<file path="config.mk">
export PLATFORM = sky130hd
export DESIGN_NAME = pipe_ctrl
export DESIGN_NICKNAME = d
export VERILOG_FILES = /design/src/rtl/pipe_pkg.sv /design/src/rtl/sat_counter.sv /design/src/rtl/pipe_ctrl.sv
export SDC_FILE = /design/constraint.sdc
export NUM_CORES = 1
export LEC_CHECK = 0
export ABC_AREA = 1
export ABC_CLOCK_PERIOD_IN_PS = 1900
export CELL_PAD_IN_SITES_DETAIL_PLACEMENT = 1
export CELL_PAD_IN_SITES_GLOBAL_PLACEMENT = 2
export CORE_AREA = 2 2 143 145
export CTS_CLUSTER_DIAMETER = 150
export DETAILED_ROUTE_END_ITERATION = 16
export DIE_AREA = 0 0 145 147
export DONT_BUFFER_PORTS = 1
export PLACE_DENSITY_LB_ADDON = 0.05
export SLEW_MARGIN = 25
export SYNTH_ARGS = -nofsm -noshare
export SYNTH_HDL_FRONTEND = slang
export SYNTH_SLANG_ARGS = --single-unit
</file>
<file path="constraint.sdc">
create_clock -name clk -period 1.9 [get_ports clk]
set_input_delay 0.38 -clock clk [delete_from_list [all_inputs] [get_ports clk]]
set_output_delay 0.38 -clock clk [all_outputs]
set_load 0.03 [all_outputs]
</file>
<file path="src/rtl/pipe_pkg.sv">
// Shared types and stage indices for the pipeline sequencer.
package pipe_pkg;

  localparam int STAGE_ID  = 0;
  localparam int STAGE_EX  = 1;
  localparam int STAGE_MEM = 2;
  localparam int STAGE_WB  = 3;
  localparam int N_STAGES  = 4;

  // Per-stage control: the current valid bit, whether the stage loads this
  // cycle, and whether what it loads is forced to a bubble.
  typedef struct packed {
    logic valid;
    logic en;
    logic bubble;
  } stage_ctl_t;

endpackage

</file>
<file path="src/rtl/sat_counter.sv">
// Saturating up-counter: increments on inc, sticks at all-ones.
module sat_counter #(
  parameter int W = 32
) (
  input  logic         clk,
  input  logic         reset,
  input  logic         inc,
  output logic [W-1:0] count
);

  logic [W-1:0] r_count;

  // Count up until all ones, then hold.
  always_ff @(posedge clk or negedge reset) begin
    if (!reset) begin
      r_count <= '0;
    end else if (inc && (r_count != '1)) begin
      r_count <= r_count + W'(1);
    end
  end

  assign count = r_count;

endmodule

</file>
<file path="src/rtl/pipe_ctrl.sv">
// Pipeline sequencer: owns ID/EX/MEM/WB valid bits, derives per-stage
// advance enables and bubble insertion from busy/redirect/hazard inputs,
// and keeps saturating performance counters.
module pipe_ctrl
  import pipe_pkg::*;
#(
  parameter int CNT_W = 32
) (
  input  logic             clk,
  input  logic             reset,
  input  logic             if_valid,
  output logic             if_ready,
  input  logic             data_hazard_ID,
  input  logic             ex_busy,
  input  logic             mem_busy,
  input  logic             ex_redirect,
  output logic             id_valid,
  output logic             ex_valid,
  output logic             mem_valid,
  output logic             wb_valid,
  output logic             id_en,
  output logic             ex_en,
  output logic             mem_en,
  output logic             fetch_redirect,
  output logic [CNT_W-1:0] retired_cnt,
  output logic [CNT_W-1:0] hazard_cnt,
  output logic [CNT_W-1:0] redirect_cnt
);

  logic [N_STAGES-1:0] r_valid;
  logic [N_STAGES-1:0] w_prev;
  stage_ctl_t          w_ctl [N_STAGES];

  logic w_mem_stall;
  logic w_ex_stall;
  logic w_redirect_fire;
  logic w_id_stall;
  logic w_hazard_stall;

  // Stall chain: a stalled stage stalls everything above it. A redirect is
  // held while EX is stalled and overrides an ID hazard once it fires.
  assign w_mem_stall     = r_valid[STAGE_MEM] & mem_busy;
  assign w_ex_stall      = w_mem_stall | (r_valid[STAGE_EX] & ex_busy);
  assign w_redirect_fire = r_valid[STAGE_EX] & ex_redirect & ~w_ex_stall;
  assign w_hazard_stall  = ~w_ex_stall & ~w_redirect_fire & data_hazard_ID & r_valid[STAGE_ID];
  assign w_id_stall      = w_ex_stall | w_hazard_stall;

  // What each stage would load when it advances: the valid from the stage above.
  assign w_prev = {r_valid[STAGE_MEM], r_valid[STAGE_EX], r_valid[STAGE_ID], if_valid};

  // Per-stage enable and bubble: the stage just below the lowest stalled
  // stage takes a bubble; a fired redirect flushes the wrong-path ID/IF slots.
  always_comb begin
    // NOTE: every field gets a default first so no path leaves a latch behind.
    for (int s = 0; s < N_STAGES; s++) begin
      w_ctl[s].valid  = r_valid[s];
      w_ctl[s].en     = 1'b1;
      w_ctl[s].bubble = 1'b0;
    end
    w_ctl[STAGE_ID].en      = ~w_id_stall;
    w_ctl[STAGE_ID].bubble  = w_redirect_fire;
    w_ctl[STAGE_EX].en      = ~w_ex_stall;
    w_ctl[STAGE_EX].bubble  = w_redirect_fire | w_id_stall;
    w_ctl[STAGE_MEM].en     = ~w_mem_stall;
    w_ctl[STAGE_MEM].bubble = w_ex_stall;
    w_ctl[STAGE_WB].en      = 1'b1;
    w_ctl[STAGE_WB].bubble  = w_mem_stall;
  end

  // Stage valid registers: load (or bubble) when enabled, otherwise hold.
  always_ff @(posedge clk or negedge reset) begin
    if (!reset) begin
      r_valid <= '0;
    end else begin
      for (int s = 0; s < N_STAGES; s++) begin
        // NOTE: non-blocking so every stage samples the pre-edge valid of the stage above.
        if (w_ctl[s].en) begin
          r_valid[s] <= w_ctl[s].bubble ? 1'b0 : w_prev[s];
        end
      end
    end
  end

  assign id_valid       = w_ctl[STAGE_ID].valid;
  assign ex_valid       = w_ctl[STAGE_EX].valid;
  assign mem_valid      = w_ctl[STAGE_MEM].valid;
  assign wb_valid       = w_ctl[STAGE_WB].valid;
  assign if_ready       = w_ctl[STAGE_ID].en;
  assign id_en          = w_ctl[STAGE_ID].en;
  assign ex_en          = w_ctl[STAGE_EX].en;
  assign mem_en         = w_ctl[STAGE_MEM].en;
  assign fetch_redirect = w_redirect_fire;

  sat_counter #(.W(CNT_W)) u_retired_cnt (
    .clk   (clk),
    .reset (reset),
    .inc   (r_valid[STAGE_WB]),
    .count (retired_cnt)
  );

  sat_counter #(.W(CNT_W)) u_hazard_cnt (
    .clk   (clk),
    .reset (reset),
    .inc   (w_hazard_stall),
    .count (hazard_cnt)
  );

  sat_counter #(.W(CNT_W)) u_redirect_cnt (
    .clk   (clk),
    .reset (reset),
    .inc   (w_redirect_fire),
    .count (redirect_cnt)
  );

endmodule

</file>
==> tab_implementation.tex, run 1 <==
\begin{tabular}{lr}
\hline
Metric & Value \\
\hline
\multicolumn{2}{l}{\textbf{Run status}} \\
\quad Status & complete, but fails checks \\
\quad Violated checks & negative hold slack \\
\multicolumn{2}{l}{\textbf{Floorplanning}} \\
\quad Die Area & 21300 um\^{}2 \\
\quad Count of boundary I/O pins & 112 \\
\quad Standard cell core area & 19800 um\^{}2 \\
\quad Starting density of the core & 33.4\% \\
\quad Die span in y & 147 um \\
\quad X dimension of the die & 145 um \\
\quad Number of standard-cell rows in the floorplan & 52 \\
\multicolumn{2}{l}{\textbf{Synthesis}} \\
\quad Share of flip-flops with an asynchronous set or reset & 100\% \\
\quad Predominant post-synthesis flop cell & dfrtp\_1 \\
\quad Area share of the largest cell type after synthesis & 37.8\% \\
\quad Post-synthesis cell type count & 25 \\
\quad FF+latch count, synth & 100 \\
\quad Number of nets in the synthesized netlist & 1061 \\
\quad Average cell area after synthesis & 6.30 um\^{}2 \\
\quad Fraction of the yosys area taken by sequential cells & 37.8\% \\
\quad Ranking of synthesized cells by area & dfrtp\_1, nand2\_1, nor2\_1, inv\_1, nand3\_1 \\
\quad Post-synth EDFFs & 0 \\
\quad Instance count of the mapped netlist & 1051 \\
\quad Area of the mapped netlist & 6620 um\^{}2 \\
\quad Synthesis warning total & 0 \\
\quad Synth area leader & dfrtp\_1 \\
\multicolumn{2}{l}{\textbf{GRT}} \\
\quad Residual overflow from global routing & 0 \\
\quad Number of antenna violations at the first check in global routing & 1 \\
\quad Aggregate global-route resource usage & 22.6\% \\
\quad Vias in the first global route & 7009 \\
\quad Largest net degree at the start of global routing & 101 \\
\quad Wire length of the first global-routing pass & 38200 um \\
\multicolumn{2}{l}{\textbf{Clock network}} \\
\quad Maximum clock insertion buffer count & 2 \\
\quad Count of H-tree levels built during CTS & 3 \\
\quad Clock transition time at the flip-flop clock pins of the worst setup and hold paths & 0.08 ns \\
\quad Clock root buffer master & clkbuf\_16 \\
\quad Clock latency reported for the late side of the worst-skew pair & 0.37 ns \\
\quad TritonCTS clock tree & yes \\
\quad \# clock sinks & 100 \\
\quad Total clock buffers created by CTS & 9 \\
\multicolumn{2}{l}{\textbf{Power}} \\
\quad Max VDD drop & 582 uV \\
\quad Proportion of power drawn by flip-flops and latches & 38.7\% \\
\quad Clock group share of total power & 30.2\% \\
\quad Internal power consumption & 3.82 mW \\
\quad Switching portion of total power & 39.0\% \\
\quad Total power & 6.27 mW \\
\quad Fraction of power consumed by combinational cells & 31.1\% \\
\quad Pwr per Cell Area & 764 nW/um\^{}2 \\
\quad Leakage Power & 3.99 nW \\
\quad Switching power & 2.45 mW \\
\multicolumn{2}{l}{\textbf{Min path}} \\
\quad Path category of the worst min-delay check & in -> async \\
\multicolumn{2}{l}{\textbf{Route}} \\
\quad DRT met1 WL & 10800 um \\
\quad Max Used Layer & met4 \\
\quad Detailed Route WL & 23500 um \\
\quad Number of antenna-violating nets in the routed design & 0 \\
\quad Wire length on met3 & 1400 um \\
\quad Vias per inst & 4.71 \\
\quad Mean routed wirelength per cell & 16.2 um \\
\quad Number of detailed-routing iterations run before antenna repair & 5 \\
\quad Starting DRC count in detailed routing & 263 \\
\quad Count of vias placed by the detailed router & 6821 \\
\quad DRC Markers & 0 \\
\quad Met2 Routed Length & 10900 um \\
\multicolumn{2}{l}{\textbf{Timing}} \\
\quad Actual transition at the worst max-transition pin & 0.459 ns \\
\quad Pins over their slew limit & 0 \\
\quad Setup skew after layout & 0.0105 ns \\
\quad Normalized max-slew margin & 69.3\% \\
\quad Post-route minimum period & 1.84 ns \\
\quad Setup Viol. Count Final & 0 \\
\quad Final Hold Violating Endpoints & 100 \\
\quad RSZ-0062 raised after global routing & true \\
\quad Final Worst Setup Slack & 0.0618 ns \\
\quad Portion of the clock cycle consumed by the worst path in the final layout & 96.7\% \\
\quad Worst hold margin & -0.300 ns \\
\quad Achievable Freq & 544 MHz \\
\multicolumn{2}{l}{\textbf{Critical path}} \\
\quad Data arrival time of the critical path & 1.46 ns \\
\quad R2r worst-path depth & 10 \\
\quad Required time reported for the critical path endpoint & 1.52 ns \\
\quad Crit path capture type & primary output \\
\quad Sort of element at the start of the critical path & flip-flop \\
\quad Maximum fanout count along the critical path & 8 \\
\quad Crit Path Class & reg -> out \\
\multicolumn{2}{l}{\textbf{Place}} \\
\quad Number of cells after detailed placement & 1427 \\
\quad Hpwl dp & 18100 um \\
\quad Number of buffers added on ports & 0 \\
\quad Final weighted congestion in routability-driven placement & 0.934 \\
\quad Placement Setup Slack & 0.0305 ns \\
\multicolumn{2}{l}{\textbf{Layout}} \\
\quad Post-route insts no fill & 1448 \\
\quad NumNets Final & 1182 \\
\quad Fraction of final layout cells sized beyond drive strength 1 & 15.9\% \\
\quad Area delta synth->final & 23.8\% \\
\multicolumn{2}{l}{\textbf{Run}} \\
\quad Max Cap Viol & 0 \\
\hline
\end{tabular}
## metal layers
layer | global-route usage (%) | vias to the layer above
met2 | 36.9 | 127
met5 | 0 | -
met3 | 6.40 | 25
met4 | 5.54 | 0
li1 | - | 3432
met1 | 29.9 | 3237
## state kept, by name, indices dropped and copies added (netlist names)
| register | flops |
|---|---|
| r_valid | 4 |
| u_redirect_cnt.count | 32 |
| u_hazard_cnt.count | 32 |
| u_retired_cnt.count | 32 |
## power groups by stage
stage	registers (mW)	logic (mW)	clock network, mW
after global placement	2.45	1.77	0
after CTS	2.42	1.82	1.97
after floorplan	2.81	0.893	0
after global routing	2.45	2.13	2.03
after detailed placement	2.47	1.80	0
final	2.42	1.95	1.90
## area by class of cell
cell class                 count  area [um^2]
antenna                        1         2.50
inverter                      93          359
fill                        2657        11600
multi-input combinational    840         3700
clock inverter                 7         60.1
tap                          270          338
timing repair buffer         128         1010
sequential                   100         2510
clock buffer                   9          225
## stage by stage
stage               instance area, um^2  TNS [ns]  util [%]
finish                             8200         0      41.3
CTS                                8080         0      40.7
floorplan                          6660         0         -
detailed placement                 7790         0      39.2
global route                       8200   -0.0573      41.3
global placement                   7790         0      39.2
## kinds of logic (layout without fill, tap and decap cells)
family	count (synthesis)	in the layout	share of synthesized area, %
compound gates	18	18	1.42
xor+xnor	39	39	5.16
flops	100	100	37.8
buf+inv	111	237	7.27
simple gates	780	780	47.8
fa+ha+maj	3	3	0.567
other cells	0	1	0
## Yosys cell counts (all sizes together), types with 3 or more instances
cell type	instances
buf	18
dfrtp	100
ha	3
inv	93
nand2	548
nand3	55
nand3b	4
nand4	15
nor2	156
o21ai	17
xnor2	20
xor2	19
## repair_timing
item	in CTS	in global routing
buffers inserted	1	2
hold endpoints to repair	100	100
setup endpoints to repair	2	60
cloned	0	1
pin swaps	2	2
gates resized for setup	2	23
## critical path, cell delays in order (launching register included)
cell,delay (ns)
dfrtp_2,0.43
nand2_2,0.09
nand2_4,0.06
buf_4,0.13
nor2_2,0.17
buf_6,0.20
## placed cells by master (no fill, tap or decap), drive strengths merged, types with 2 or more instances in the layout
master,n
nand3b,4
nor2,156
inv,96
dfrtp,100
clkbuf,10
ha,3
xor2,19
nand3,55
buf,127
nor3,2
o21ai,17
clkinv,3
xnor2,20
nand2,548
nand4,15
## worst paths after layout
path / startpoint / endpoint / slack (ns)
min in group clk: mem_busy / r_valid[3] / 0.08
hold / removal: reset / u_redirect_cnt.count[7] / -0.30
max in group asynchronous: reset / u_retired_cnt.count[21] / 2.05
setup reg to reg: u_retired_cnt.count[0] / u_retired_cnt.count[23] / 0.15
setup / recovery: r_valid[1] / fetch_redirect / 0.06
hold reg to reg: u_redirect_cnt.count[8] / u_redirect_cnt.count[8] / 0.59
Power figures use the tool's default switching activity.
==> run 2: changes to the inputs <==
ABC_CLOCK_PERIOD_IN_PS = 2100   (was 1900)
clock period = 2.1 ns   (was 1.9 ns; I/O delays follow)
==> run 2 against run 1 <==
Against the previous run:
- the flow still finishes with violations (negative hold slack)
- worst hold slack better by 0.055 ns
- wire length down 6.5%
- global-route usage down 1.4 points
- via count down 2.2%
- critical path depth up 1
- register-to-register slack better by 0.04 ns
- utilization down 0.92 points
- non-clock buffer count down 18
- cell area down 2.2%
- largest cell class unchanged
- largest power group unchanged
==> tab_implementation.tex, run 2 (synthesis gave the netlist of run 1 again) <==
\begin{tabular}{lr}
\hline
Metric & Value \\
\hline
\multicolumn{2}{l}{\textbf{Run status}} \\
\quad Status & complete, but fails checks \\
\quad Violated checks & negative hold slack \\
\multicolumn{2}{l}{\textbf{Power}} \\
\quad Leakage Power & 3.90 nW \\
\quad Max VDD drop & 577 uV \\
\quad Pwr per Cell Area & 688 nW/um\^{}2 \\
\multicolumn{2}{l}{\textbf{Clock network}} \\
\quad Clock transition time at the flip-flop clock pins of the worst setup and hold paths & 0.08 ns \\
\quad Clock latency reported for the late side of the worst-skew pair & 0.35 ns \\
\quad Clock root buffer master & clkbuf\_16 \\
\quad Post-CTS repair timing setup buffer count & 0 \\
\quad \# clock sinks & 100 \\
\quad TritonCTS clock tree & yes \\
\quad Count of H-tree levels built during CTS & 3 \\
\quad Total clock buffers created by CTS & 9 \\
\quad Maximum clock insertion buffer count & 2 \\
\multicolumn{2}{l}{\textbf{Floorplanning}} \\
\quad Die span in y & 147 um \\
\quad Starting density of the core & 33.4\% \\
\quad X dimension of the die & 145 um \\
\quad Standard cell core area & 19800 um\^{}2 \\
\quad Number of standard-cell rows in the floorplan & 52 \\
\quad Count of boundary I/O pins & 112 \\
\quad Die Area & 21300 um\^{}2 \\
\multicolumn{2}{l}{\textbf{Route}} \\
\quad Number of detailed-routing iterations run before antenna repair & 4 \\
\quad Number of antenna-violating nets in the routed design & 0 \\
\quad Vias per inst & 4.67 \\
\quad Starting DRC count in detailed routing & 230 \\
\quad Count of vias placed by the detailed router & 6668 \\
\quad DRC Markers & 0 \\
\quad Mean routed wirelength per cell & 15.4 um \\
\quad Detailed Route WL & 21900 um \\
\multicolumn{2}{l}{\textbf{Critical path}} \\
\quad Sort of element at the start of the critical path & flip-flop \\
\quad Cell class contributing the biggest share of worst-path delay & simple AND/OR/NAND/NOR gates \\
\quad Worst reg2reg startpoint & u\_redirect\_cnt.count[0] \\
\quad Maximum fanout count along the critical path & 4 \\
\quad Maximum single-stage delay on the critical path & 0.39 ns \\
\quad Source of the critical timing path & r\_valid[2] \\
\quad Buffers and inverters on the worst path & 1 \\
\quad Ordered list of cells on the worst path & nand2\_4, nand2\_4, inv\_4, nand2\_1, nor2\_4, nor2\_4 \\
\quad Crit Path Class & reg -> out \\
\quad Highest-delay cell along the critical path & dfrtp\_2 \\
\quad Required time reported for the critical path endpoint & 1.68 ns \\
\quad Crit path capture type & primary output \\
\quad Data arrival time of the critical path & 1.57 ns \\
\multicolumn{2}{l}{\textbf{GRT}} \\
\quad Vias in the first global route & 6898 \\
\quad Aggregate global-route resource usage & 21.2\% \\
\quad Wire length of the first global-routing pass & 36200 um \\
\quad Residual overflow from global routing & 0 \\
\quad Largest net degree at the start of global routing & 101 \\
\quad Number of antenna violations at the first check in global routing & 0 \\
\multicolumn{2}{l}{\textbf{Timing}} \\
\quad Setup Viol. Count Final & 0 \\
\quad Setup TNS & 0 ns \\
\quad Worst hold margin & -0.245 ns \\
\quad RSZ-0062 raised after global routing & false \\
\quad Pins over their slew limit & 0 \\
\quad Normalized max-slew margin & 68.0\% \\
\quad Post-route minimum period & 1.99 ns \\
\quad Portion of the clock cycle consumed by the worst path in the final layout & 94.9\% \\
\quad Final Worst Setup Slack & 0.108 ns \\
\quad Final Hold Violating Endpoints & 100 \\
\quad Actual transition at the worst max-transition pin & 0.480 ns \\
\quad Achievable Freq & 502 MHz \\
\quad Setup skew after layout & 0.00790 ns \\
\multicolumn{2}{l}{\textbf{Layout}} \\
\quad Most used cells in the layout excluding fill and tap cells & nand2\_1, nor2\_1, buf\_4 \\
\quad Post-route core utilization & 40.4\% \\
\quad NumNets Final & 1164 \\
\quad Most common cell after layout, fill and taps aside & nand2\_1 \\
\quad Count of fill cells added during filler insertion & 2643 \\
\quad Area delta synth->final & 21.0\% \\
\quad Fraction of final layout cells sized beyond drive strength 1 & 14.0\% \\
\quad Post-route cell area & 8020 um\^{}2 \\
\quad Number of antenna cells inserted & 0 \\
\multicolumn{2}{l}{\textbf{Run}} \\
\quad Max Cap Viol & 0 \\
\multicolumn{2}{l}{\textbf{Place}} \\
\quad Final weighted congestion in routability-driven placement & 0.816 \\
\quad Placement Setup Slack & 0.0297 ns \\
\quad Number of buffers added on ports & 0 \\
\quad Cell area after placement & 7680 um\^{}2 \\
\quad Hpwl dp & 17200 um \\
\multicolumn{2}{l}{\textbf{Min path}} \\
\quad Path category of the worst min-delay check & in -> async \\
\hline
\end{tabular}
run 2: area by class of cell:
type                       instances  area, um^2  area share, %
inverter                          93         357           4.45
sequential                       100        2500           31.2
tap                              270         338           4.21
multi-input combinational        840        3670           45.8
timing repair buffer             110         846           10.6
clock buffer                       9         225           2.81
clock inverter                     7        76.3          0.952
run 2: power by group:
part	switching, mW	internal (mW)	leakage, nW	total [mW]
logic	1.07	0.457	2.38	1.53
clock network	0.837	0.933	0.142	1.77
registers	0.158	2.06	1.37	2.22
run 2: worst paths after layout:
path                                             to  slack, ns  depth (start not counted)
hold reg to reg             u_redirect_cnt.count[4]       0.56                          2
setup reg to reg           u_redirect_cnt.count[16]       0.19                         10
setup / recovery                           if_ready       0.11                          6
max in group asynchronous     u_hazard_cnt.count[8]       2.16                          0
min in group clk                         r_valid[2]       0.16                          1
hold / removal             u_redirect_cnt.count[27]      -0.24                          0
run 2: per-stage QoR:
step | hold WS, ns | total power [mW] | std cells
6_report | -0.245 | 5.52 | 1429
5_1_grt | -0.265 | 5.81 | 1429
4_1_cts | -0.264 | 5.59 | 1429
3_5_place_dp | 0.128 | 3.77 | 1413
3_3_place_gp | 0.129 | 3.75 | 1413
2_1_floorplan | 0.124 | 3.33 | 1051
run 2: timing repair:
action | 4_1_cts | 5_1_grt
resized for setup | 3 | 8
endpoints found under the hold margin | 100 | 100
pin swaps | 1 | 1
setup endpoints to repair | 2 | 77
run 2: layer usage:
metal	share of wire, %	GRT usage, %	up-vias
met4	0.80	4.16	0
met1	47	27.6	3157
met3	3.7	4.29	12
met5	0	0	-
met2	48	36.9	93
li1	-	-	3406
==> run 3: changes to the inputs <==
--- a/config.mk
+++ b/config.mk
@@ -15,5 +15,5 @@
 export DIE_AREA = 0 0 145 147
 export DONT_BUFFER_PORTS = 1
-export PLACE_DENSITY_LB_ADDON = 0.05
+export PLACE_DENSITY_LB_ADDON = 0.1
 export SLEW_MARGIN = 25
 export SYNTH_ARGS = -nofsm -noshare
==> constraint.sdc (replaced) <==
create_clock -name clk -period 2.1 [get_ports clk]
set_input_delay 0.105 -clock clk [delete_from_list [all_inputs] [get_ports clk]]
set_output_delay 0.105 -clock clk [all_outputs]
set_load 0.03 [all_outputs]
==> run 3 against run 2 <==
Against the previous run:
- the run still ends with negative hold slack left
- cell count grew 0.98%
- highest routed layer unchanged
- critical path type unchanged
- cell area grew 1.2%
- clock-buffer cell count grew 1
- critical endpoint is now id_en
- critical path depth grew 1
==> tab_implementation.tex, run 3 (synthesis gave the netlist of run 1 again) <==
\begin{tabular}{lr}
\hline
Metric & Value \\
\hline
\multicolumn{2}{l}{\textbf{Run status}} \\
\quad Status & complete, but fails checks \\
\quad Violated checks & negative hold slack \\
\multicolumn{2}{l}{\textbf{Layout}} \\
\quad Number of antenna cells inserted & 0 \\
\quad Most common cell after layout, fill and taps aside & nand2\_1 \\
\quad Most used cells in the layout excluding fill and tap cells & nand2\_1, nor2\_1, buf\_4 \\
\quad NumNets Final & 1178 \\
\quad Fraction of final layout cells sized beyond drive strength 1 & 14.2\% \\
\quad Post-route core utilization & 40.9\% \\
\quad Count of fill cells added during filler insertion & 2638 \\
\quad Area delta synth->final & 22.6\% \\
\quad Post-route insts no fill & 1443 \\
\multicolumn{2}{l}{\textbf{GRT}} \\
\quad Largest net degree at the start of global routing & 101 \\
\quad Residual overflow from global routing & 0 \\
\quad Aggregate global-route resource usage & 21.7\% \\
\quad Vias in the first global route & 7000 \\
\quad Number of antenna violations at the first check in global routing & 0 \\
\quad Wire length of the first global-routing pass & 36900 um \\
\multicolumn{2}{l}{\textbf{Floorplanning}} \\
\quad Count of boundary I/O pins & 112 \\
\quad Standard cell core area & 19800 um\^{}2 \\
\quad Starting density of the core & 33.4\% \\
\quad Number of standard-cell rows in the floorplan & 52 \\
\quad Die span in y & 147 um \\
\quad X dimension of the die & 145 um \\
\quad Die Area & 21300 um\^{}2 \\
\multicolumn{2}{l}{\textbf{Clock network}} \\
\quad Clock root buffer master & clkbuf\_16 \\
\quad Clock transition time at the flip-flop clock pins of the worst setup and hold paths & 0.08 ns \\
\quad \# clock sinks & 100 \\
\quad Clock latency reported for the late side of the worst-skew pair & 0.36 ns \\
\quad \# hold bufs at CTS & 4 \\
\quad Total clock buffers created by CTS & 9 \\
\quad Count of H-tree levels built during CTS & 3 \\
\quad Maximum clock insertion buffer count & 2 \\
\quad TritonCTS clock tree & yes \\
\quad Post-CTS repair timing setup buffer count & 0 \\
\multicolumn{2}{l}{\textbf{Critical path}} \\
\quad Crit path capture type & primary output \\
\quad Sort of element at the start of the critical path & flip-flop \\
\quad Highest-delay cell along the critical path & dfrtp\_1 \\
\quad Maximum fanout count along the critical path & 10 \\
\quad Data arrival time of the critical path & 1.81 ns \\
\quad Cell class contributing the biggest share of worst-path delay & buffers and inverters \\
\quad Required time reported for the critical path endpoint & 2.00 ns \\
\quad Buffers and inverters on the worst path & 3 \\
\quad Crit Path Class & reg -> out \\
\quad Maximum single-stage delay on the critical path & 0.39 ns \\
\quad Ordered list of cells on the worst path & buf\_4, nand2\_1, nand2\_1, nor2\_1, buf\_4, nor2\_4, buf\_12 \\
\multicolumn{2}{l}{\textbf{Route}} \\
\quad Count of vias placed by the detailed router & 6751 \\
\quad Wire length on met3 & 928 um \\
\quad Number of detailed-routing iterations run before antenna repair & 4 \\
\quad Mean routed wirelength per cell & 15.5 um \\
\quad Max Used Layer & met4 \\
\quad Detailed Route WL & 22300 um \\
\quad DRT met1 WL & 10300 um \\
\quad Met2 Routed Length & 11000 um \\
\quad Number of antenna-violating nets in the routed design & 0 \\
\quad Vias per inst & 4.68 \\
\quad Starting DRC count in detailed routing & 236 \\
\quad DRC Markers & 0 \\
\multicolumn{2}{l}{\textbf{Power}} \\
\quad Leakage Power & 3.97 nW \\
\quad Clock group share of total power & 31.8\% \\
\quad Internal power consumption & 3.54 mW \\
\quad Pwr per Cell Area & 688 nW/um\^{}2 \\
\quad Switching power & 2.04 mW \\
\quad Total power & 5.59 mW \\
\quad Max VDD drop & 620 uV \\
\quad Proportion of power drawn by flip-flops and latches & 39.0\% \\
\quad Switching portion of total power & 36.6\% \\
\quad Fraction of power consumed by combinational cells & 29.2\% \\
\multicolumn{2}{l}{\textbf{Place}} \\
\quad Final weighted congestion in routability-driven placement & 0.812 \\
\quad Number of buffers added on ports & 0 \\
\quad Number of cells after detailed placement & 1423 \\
\quad Hpwl dp & 17500 um \\
\multicolumn{2}{l}{\textbf{Run}} \\
\quad Max Cap Viol & 0 \\
\multicolumn{2}{l}{\textbf{Timing}} \\
\quad Portion of the clock cycle consumed by the worst path in the final layout & 91.1\% \\
\quad Normalized max-slew margin & 70.6\% \\
\quad RSZ-0062 raised after global routing & false \\
\quad Final Hold Violating Endpoints & 100 \\
\quad Achievable Freq & 523 MHz \\
\quad Pins over their slew limit & 0 \\
\quad Post-route minimum period & 1.91 ns \\
\quad Setup Viol. Count Final & 0 \\
\quad Worst hold margin & -0.568 ns \\
\quad Setup skew after layout & 0.0131 ns \\
\quad Actual transition at the worst max-transition pin & 0.440 ns \\
\multicolumn{2}{l}{\textbf{Min path}} \\
\quad Path category of the worst min-delay check & in -> async \\
\hline
\end{tabular}
==> run 3: metrics by stage <==
stage / instance area [um^2] / hold slack, ns / setup slack [ns] / TNS [ns]
after detailed placement: 7750 / -0.188 / 0.0669 / 0
final: 8120 / -0.568 / 0.188 / 0
after global placement: 7750 / -0.186 / 0.0802 / 0
after global routing: 8120 / -0.587 / 0.0115 / 0
after CTS: 8090 / -0.581 / 0.0392 / 0
after floorplan: 6630 / -0.191 / -0.0257 / -0.0257
==> run 3: worst paths after layout <==
kind	start	endpoint	slack (ns)	depth (start not counted)
min in group clk	ex_redirect	r_valid[0]	0.03	3
min	reset	u_redirect_cnt.count[29]	-0.57	0
min reg2reg	u_redirect_cnt.count[3]	u_redirect_cnt.count[3]	0.58	2
max	r_valid[1]	id_en	0.19	7
max reg2reg	u_redirect_cnt.count[1]	u_redirect_cnt.count[22]	0.23	10
max in group asynchronous	reset	u_retired_cnt.count[8]	2.44	0
==> run 3: cell type report <==
type	instances	area [um^2]	area share, %
timing repair buffer	124	957	11.8
inverter	93	357	4.39
tap	270	338	4.16
sequential	100	2500	30.8
clock inverter	6	62.6	0.771
multi-input combinational	840	3660	45.1
clock buffer	10	239	2.94
==> run 3: repair_timing <==
item	4_1_cts	5_1_grt
hold endpoints to repair	104	100
endpoints found under the setup margin	0	72
resized for setup	0	10
==> run 3: power by group through the flow <==
stage | Combinational (mW) | Sequential (mW) | Clock [mW]
6_report | 1.63 | 2.18 | 1.77
5_1_grt | 1.79 | 2.20 | 1.90
4_1_cts | 1.64 | 2.18 | 1.84
3_5_place_dp | 1.63 | 2.22 | 0
3_3_place_gp | 1.61 | 2.21 | 0
2_1_floorplan | 0.777 | 2.53 | 0
==> run 3: worst reg2reg max path: cells and delay by family (launching register included) <==
family        cells  cell delay [ns]
fa+ha+maj         1             0.20
flops             1             0.36
simple gates      8             1.05
buf+inv           1             0.15
==> run 3: metal layers <==
layer / GRT usage [%] / up-vias
li1: - / 3438
met2: 38.3 / 90
met4: 4.36 / 0
met1: 27.7 / 3210
met5: 0 / -
met3: 4.50 / 13
